--- config.mk ---
export PLATFORM = sky130hd
export DESIGN_NAME = fetch_queue
export DESIGN_NICKNAME = d
export VERILOG_FILES = /design/src/rtl/fetch_pkg.sv /design/src/rtl/fq_lane_pack.sv /design/src/rtl/fetch_queue.sv
export SDC_FILE = /design/constraint.sdc
export NUM_CORES = 1
export LEC_CHECK = 0
export ABC_CLOCK_PERIOD_IN_PS = 3500
export BUFFER_PORTS_ARGS = -buffer_cell sky130_fd_sc_hd__buf_2
export CAP_MARGIN = 40
export CORE_MARGIN = 10
export CORE_UTILIZATION = 50
export DETAILED_ROUTE_END_ITERATION = 10
export GPL_ROUTABILITY_DRIVEN = 1
export PLACE_DENSITY = 0.71
export SLEW_MARGIN = 20
export SYNTH_ARGS = -nofsm -noshare
export SYNTH_HDL_FRONTEND = slang
export SYNTH_SLANG_ARGS = --single-unit
--- constraint.sdc ---
create_clock -name clk -period 3.5 [get_ports clk]
set_clock_uncertainty 0.1 [all_clocks]
set_input_delay 0.7 -clock clk [delete_from_list [all_inputs] [get_ports clk]]
set_output_delay 0.7 -clock clk [all_outputs]
set_load 0.05 [all_outputs]
--- src/rtl/fetch_pkg.sv ---
// Shared types and helpers for the instruction fetch queue.
// Entry layout and block-alignment mask.
package fetch_pkg;

  localparam int IW_D = 16;
  localparam int AW_D = 9;

  typedef struct packed {
    logic [IW_D-1:0] inst;
    logic [AW_D-1:0] pc;
  } fq_entry_t;

  function automatic int unsigned align_mask(
    input int unsigned fw
  );
    return ~(fw - 1);
  endfunction

endpackage

--- src/rtl/fq_lane_pack.sv ---
// Compacts one fetched block into a contiguous write vector,
// dropping the lanes below the start offset.
module fq_lane_pack
  import fetch_pkg::*;
#(
  parameter int IW      = IW_D,
  parameter int AW      = AW_D,
  parameter int FETCH_W = 2,
  parameter int OW      = 1,
  parameter int WW      = 2
) (
  input  logic [FETCH_W*IW-1:0] rdata,
  input  logic [AW-1:0]         base,
  input  logic [OW-1:0]         offset,
  output logic [FETCH_W*IW-1:0] w_inst,
  output logic [FETCH_W*AW-1:0] w_pc,
  output logic [WW-1:0]         w_cnt
);

  always_comb begin
    w_inst = '0;
    w_pc   = '0;
    w_cnt  = WW'(FETCH_W) - WW'(offset);
    for (int j = 0; j < FETCH_W; j++) begin
      if (j + int'(offset) < FETCH_W) begin
        w_inst[j*IW +: IW] =
          rdata[(j + int'(offset))*IW +: IW];
        w_pc[j*AW +: AW] =
          base + AW'(j + int'(offset));
      end
    end
  end

endmodule

--- src/rtl/fetch_queue.sv ---
// Circular instruction fetch buffer between IM and issue.
// Reserves space at request time; flush drops queue and in-flight data.
module fetch_queue
  import fetch_pkg::*;
#(
  parameter int IW      = IW_D,
  parameter int AW      = AW_D,
  parameter int FETCH_W = 2,
  parameter int ISSUE_W = 2,
  parameter int DEPTH   = 8
) (
  input  logic                         clk,
  input  logic                         rst,
  input  logic                         flush,
  input  logic [AW-1:0]                flush_pc,
  output logic                         fetch_req,
  output logic [AW-1:0]                fetch_addr,
  input  logic [FETCH_W*IW-1:0]        fetch_rdata,
  output logic [ISSUE_W-1:0]           issue_valid,
  output logic [ISSUE_W*IW-1:0]        issue_inst,
  output logic [ISSUE_W*AW-1:0]        issue_pc,
  input  logic [$clog2(ISSUE_W+1)-1:0] issue_take,
  output logic [$clog2(DEPTH+1)-1:0]   count
);

  localparam int CW = $clog2(DEPTH+1);
  localparam int PW = $clog2(DEPTH);
  localparam int OW = (FETCH_W > 1) ? $clog2(FETCH_W) : 1;
  localparam int WW = $clog2(FETCH_W+1);
  localparam logic [AW-1:0] AMASK =
    AW'(align_mask(FETCH_W));

  fq_entry_t mem [DEPTH];

  logic [PW-1:0] rd_ptr, wr_ptr;
  logic [AW-1:0] fetch_pc, resp_base;
  logic [OW-1:0] off_q, resp_off;
  logic          inflight;

  logic [FETCH_W*IW-1:0] w_inst;
  logic [FETCH_W*AW-1:0] w_pc;
  logic [WW-1:0]         w_cnt;

  int            space;
  logic [CW-1:0] take_c;
  logic          wr_en;

  fq_lane_pack #(
    .IW(IW), .AW(AW), .FETCH_W(FETCH_W),
    .OW(OW), .WW(WW)
  ) u_pack (
    .rdata (fetch_rdata),
    .base  (resp_base),
    .offset(resp_off),
    .w_inst(w_inst),
    .w_pc  (w_pc),
    .w_cnt (w_cnt)
  );

  // in-flight block already owns its slots
  always_comb begin
    space = DEPTH - int'(count)
          - (inflight ? FETCH_W : 0);
    fetch_req  = rst && !flush && space >= FETCH_W;
    fetch_addr = fetch_pc & AMASK;
    take_c = (CW'(issue_take) > count) ?
             count : CW'(issue_take);
    wr_en  = inflight && !flush;
  end

  always_ff @(posedge clk) begin
    if (!rst) begin
      count     <= '0;
      rd_ptr    <= '0;
      wr_ptr    <= '0;
      fetch_pc  <= '0;
      off_q     <= '0;
      inflight  <= 1'b0;
      resp_base <= '0;
      resp_off  <= '0;
    end else if (flush) begin
      count    <= '0;
      rd_ptr   <= '0;
      wr_ptr   <= '0;
      inflight <= 1'b0;
      fetch_pc <= flush_pc;
      off_q    <= OW'(flush_pc & ~AMASK);
    end else begin
      inflight <= fetch_req;
      if (fetch_req) begin
        fetch_pc  <= fetch_addr + AW'(FETCH_W);
        off_q     <= '0;
        resp_base <= fetch_addr;
        resp_off  <= off_q;
      end
      rd_ptr <= rd_ptr + PW'(take_c);
      if (wr_en)
        wr_ptr <= wr_ptr + PW'(w_cnt);
      count <= count
             + (wr_en ? CW'(w_cnt) : '0)
             - take_c;
    end
  end

  always_ff @(posedge clk) begin
    if (rst && wr_en) begin
      for (int j = 0; j < FETCH_W; j++)
        if (j < int'(w_cnt))
          mem[wr_ptr + PW'(j)] <= '{
            inst: w_inst[j*IW +: IW],
            pc:   w_pc[j*AW +: AW]
          };
    end
  end

  always_ff @(posedge clk) begin
    if (rst && !flush)
      assert (CW'(issue_take) <= count);
  end

  always_comb begin
    issue_valid = '0;
    issue_inst  = '0;
    issue_pc    = '0;
    for (int i = 0; i < ISSUE_W; i++) begin
      issue_valid[i] = rst && (i < int'(count));
      issue_inst[i*IW +: IW] =
        mem[rd_ptr + PW'(i)].inst;
      issue_pc[i*AW +: AW] =
        mem[rd_ptr + PW'(i)].pc;
    end
  end

endmodule
Word-level counts from Yosys, hierarchy flattened
Memory sizes are Yosys's and may differ from the RTL's. A register that Yosys moved wholly into a read port is not among the register bits.
Cells that the tools add are included.
{"block": "classes", "addsub": 13, "magnitude_cmp": 8, "shifts": 2, "mux": 18, "bitwise": 2, "reduce_logical": 10}
{"op": "2-to-1 mux 9 bit", "n": 4}
{"op": "less-than comparator 32 x 3 -> 1 bit (second input constant)", "n": 1}
{"op": "2-to-1 mux 16 bit", "n": 2}
{"op": "variable part select 32 x 32 -> 16 bit", "n": 1}
{"op": "variable part select 32 x 6 -> 16 bit", "n": 1}
{"op": "adder 9 x 1 -> 9 bit", "n": 1}
{"op": "adder 9 x 2 -> 9 bit (second input constant)", "n": 1}
{"op": "adder 9 bit", "n": 1}
{"op": "less-than comparator 1 x 4 -> 1 bit (first input constant)", "n": 2}
{"op": "2-to-1 mux 1 bit", "n": 8}
{"op": "adder 3 x 1 -> 3 bit (second input constant)", "n": 2}
{"op": "greater-or-equal comparator 6 x 3 -> 1 bit (second input constant)", "n": 1}
{"op": "logical AND 1 bit", "n": 6}
{"op": "subtractor 5 x 3 -> 6 bit", "n": 1}
{"op": "subtractor 4 x 4 -> 5 bit (first input constant)", "n": 1}
{"op": "adder 4 x 2 -> 4 bit", "n": 1}
{"op": "greater-than comparator 2 x 4 -> 1 bit", "n": 1}
{"op": "less-than comparator 1 x 2 -> 1 bit (first input constant)", "n": 2}
{"op": "2-to-1 mux 2 bit", "n": 2}
{"op": "2-to-1 mux 4 bit", "n": 1}
{"op": "subtractor 4 bit", "n": 1}
{"op": "adder 3 x 2 -> 3 bit", "n": 1}
{"op": "adder 3 bit", "n": 1}
{"op": "2-to-1 mux 3 bit", "n": 1}
{"op": "other kinds (8)", "n": 9}
{"block": "word_totals", "regBits": 30, "ram_bits": 200, "word_cells": 62, "n_memories": 1}
{"memory": "mem", "words": 8, "width": 25, "rd": 2, "rd_clocked_by_memory_dff": 1, "write_ports": 2, "line": "fetch_queue.sv:33", "text": "fq_entry_t mem [DEPTH];"}

Logic depth before layout (Yosys ltp)
{"block": "depth", "depth_word": 6, "ltp_mapped": 13}

Modules after synthesis
Synthesis repeated with hierarchy kept, for this count alone.
{"block": "hier_totals", "hier_cells": 921, "hier_area_um2": 14071.0}
{"module": "fetch_queue", "n_inst": 1, "cells_each": 832, "area_per_inst_um2": 13416.6, "seq_area_each_um2": 6586.3}
{"module": "fq_lane_pack", "n_inst": 1, "cells_each": 89, "area_per_inst_um2": 654.4, "seq_area_each_um2": 0.0}

Worst setup path before layout
No wires, ideal clock.
{"block": "synth_path", "path_type": "input to register", "startpoint": "input port rst", "endpoint": "memory mem[0][0] in the netlist's numbering (enable)", "arrival_ps": 3249, "setup_slack_ps": -295, "path_stages": 4, "cell_sequence": "clkbuf_1 nor2b_1 nand3_1 o31ai_1"}
{"item": "start, declared", "line": "fetch_queue.sv:13", "text": "input logic rst,"}
{"item": "end, declared", "line": "fetch_queue.sv:33"}

Final worst setup path
{"block": "layout_path", "startpoint": "register rd_ptr[0]", "endpoint": "output port issue_pc[11]"}
{"block": "layout_between", "elab_chain_cells": 2}
{"item": "start, declared", "line": "fetch_queue.sv:35", "text": "logic [PW-1:0] rd_ptr, wr_ptr;"}
{"item": "start signal, assigned", "line": "fetch_queue.sv:96", "text": "rd_ptr <= rd_ptr + PW'(take_c);"}
{"item": "adder 3 x 1 -> 3 bit", "line": "fetch_queue.sv:130", "text": "mem[rd_ptr + PW'(i)].pc;"}
{"item": "memory read (8 x 25 bit)"}
{"item": "end, declared", "line": "fetch_queue.sv:21", "text": "output logic [ISSUE_W*AW-1:0] issue_pc,"}
No other way between the ends.

==> flow_summary.yaml <==
floorplanning:
  core_area_um2: 26100
  die_h_um: 183
  die_w_um: 183
  dieArea_um2: 33600
  initial_core_util_pct: 51.1
  fp-row-count: 59
  io_pins: 112
global_route:
  grt_overflow: 0
  grt_pass1_vias: 8293
  grtUsageTotal_pct: 18.9
  grt_max_degree: 102
  antenna_found_initial: 0
  grt_pass1_wl_um: 49400
layout:
  nets: 989
  syn_to_final_growth_pct: 12.7
  layout_common_cells: "200 x edfxtp_1, 152 x mux2_2, 109 x buf_2"
  diodes: 0
  final_common_cell: "edfxtp_1"
  drive_gt1_share_pct: 54.2
logic_synthesis:
  synth-edff-count: 200
  syn_area_um2: 13400
  synth.distinct_cells: 52
  synthCells: 853
  ys_ff_latch: 229
  synth-seq-area-share_pct: 49.3
  async_reset_ff_share_pct: 0
  avgSynthCellArea_um2: 15.7
  syn_nets: 921
  synth_area_leaders: "edfxtp_1 45%, mux4_2 17%, mux2_2 13%"
  synthFlopType: "edfxtp_1"
  synth_top_area_share_pct: 45.0
  synth_top_cell_by_area: "edfxtp_1"
  yosysWarnings: 0
job:
  maxCapViolCount: 0
timing:
  setup-violations-final: 0
  worstMarginPinSlew_ps: 765
  holdWs_ps: 334
  clock.fmax_mhz: 296
  slew_viol_final: 0
  rsz0062_at_grt: "no"
  fin_setup_tns_ps: 0
  maxSlewHeadroom_pct: 49.0
  fin_crit_ps: 3380
  finalHoldViolCount: 0
  fin_crit_sh_pct: 96.5
critical_path:
  critPathMaxFanout: 101
  cp-end-kind: "primary output"
  worstPathRequired_ps: 2700
  critPathLaunchType: "register"
  worstPathArrival_ps: 2580
  crit_slowest_cell: "mux4_2"
  critPathKind: "reg -> out"
  cp_slowest_stage_delay_ps: 590
  path_cells: "buf_12 -> mux4_2 -> mux2_2 -> buf_2"
route:
  postRouteAntennaNets: 0
  drc_errors: 0
  viasPerCell: 6.14
  drt_iter0_drc: 563
  totalWireLength_um: 32000
  drt_first_pass_iters: 4
  via_count: 7819
  routedWlPerCell_um: 25.1
clocking:
  htree_num_levels: 1
  cts_setup_buffers: 0
  cts_tree: "built"
  root_buffer: "clkbuf_16"
  clock_sinks: 229
  clk_path_buf_depth: 3
  cts_buffers: 24
  clkSlewWorstSetupHoldPaths_ps: 60
  worstSkewPairLatency_ps: 520
placement:
  portBuffers: 110
  routabilityCongestion: 0.814
  dp_hpwl_um: 20400
pwr:
  vdd_drop_max_mv: 0.671
  p_per_area_nw_per_um2: 651
  leakage_nw: 5.43
hold_path:
  hold_path_class: "in -> reg"
run_status:
  outcome: "finished clean"
## timing repair
| item | in CTS | in global routing |
|---|---|---|
| resized for setup | 3 | 2 |
| setup endpoints to repair | 18 | 1 |
| hold buffers | 0 | 0 |
| pin swaps | 0 | 0 |
## synthesized netlist by cell type, types with 2 or more instances
master,instances
mux2_1,4
inv_1,24
a311oi_1,3
buf_1,6
a21o_1,2
buf_2,13
or3_1,3
nor2b_1,4
and2_1,4
nor2_1,12
or2_2,2
nand2_1,13
mux2_4,54
buf_4,3
nand2b_1,5
and2_4,6
ha_1,19
nor4_2,2
mux2_2,152
fa_1,3
mux4_2,100
o211ai_1,3
xor2_1,7
clkbuf_1,65
or2_1,2
and4_1,2
mux2i_1,2
buf_6,12
a21oi_1,15
xnor2_1,4
o31ai_1,4
or4_1,10
nor3_1,3
edfxtp_1,200
dfxtp_1,29
a31oi_1,5
nand3_1,18
o21ai_0,24
## cell families (layout without fill, tap and decap cells)
| group | after synthesis | in the layout | synth area share [%] |
|---|---|---|---|
| other cells | 1 | 1 | 0.0281 |
| xor+xnor | 11 | 11 | 0.722 |
| mux | 312 | 312 | 36.2 |
| buf+inv | 124 | 209 | 4.45 |
| simple gates | 90 | 90 | 4.05 |
| flops | 229 | 229 | 49.3 |
| fa+ha+maj | 22 | 22 | 2.23 |
| compound gates | 64 | 64 | 2.94 |
## routing by layer
metal	GRT usage, %	share of wire [%]	vias up
met1	24.7	42	4020
met4	4.30	1.6	0
li1	-	-	3506
met5	0	0	-
met2	32.5	50	252
met3	3.22	6.4	41
## worst max-delay path: cells and delay by family (launching register included)
kind / cells / cell delay [ps]
buffers and inverters: 2 / 750
multiplexers: 2 / 910
flip-flops: 1 / 370
## state kept, by name, summed over array words and instances (netlist names)
register and cells:
resp_off 1, fetch_pc 8, off_q 1, resp_base 8, inflight 1, count 4, rd_ptr 3, wr_ptr 3
mem 200
## per-stage QoR
stage	total power [mW]	area [um2]	std cells	util, %	setup WS (ps)
2_1_floorplan	6.33	13400	853	-	-207
3_3_place_gp	7.19	14200	1230	54.4	428
3_5_place_dp	7.24	14200	1230	54.4	381
4_1_cts	9.86	15000	1273	57.5	30.6
5_1_grt	10.2	15000	1273	57.6	9.83
6_report	9.79	15000	1273	57.6	121
## cell type report
cell class / count / area, um2
timing repair buffer: 142 / 881
fill: 2061 / 11100
sequential: 229 / 6600
inverter: 24 / 90.1
clock buffer: 29 / 641
multi-input combinational: 500 / 6250
tap: 335 / 419
clock inverter: 14 / 163
## where the power goes
part / internal (mW) / switching (mW) / total [mW] / leakage (nW)
sequential: 3.12 / 0.136 / 3.26 / 2.06
combinational: 1.52 / 2.39 / 3.91 / 2.98
clock: 1.59 / 1.03 / 2.62 / 0.391
## final timing paths
path	from	end	slack, ps	cells past startpoint
hold / removal	flush_pc[0]	off_q	330	3
hold reg to reg	off_q	resp_off	370	2
setup reg to reg	wr_ptr[1]	mem[3][22]	750	5
setup / recovery	rd_ptr[0]	issue_pc[11]	120	4
Power figures use the tool's default switching activity.
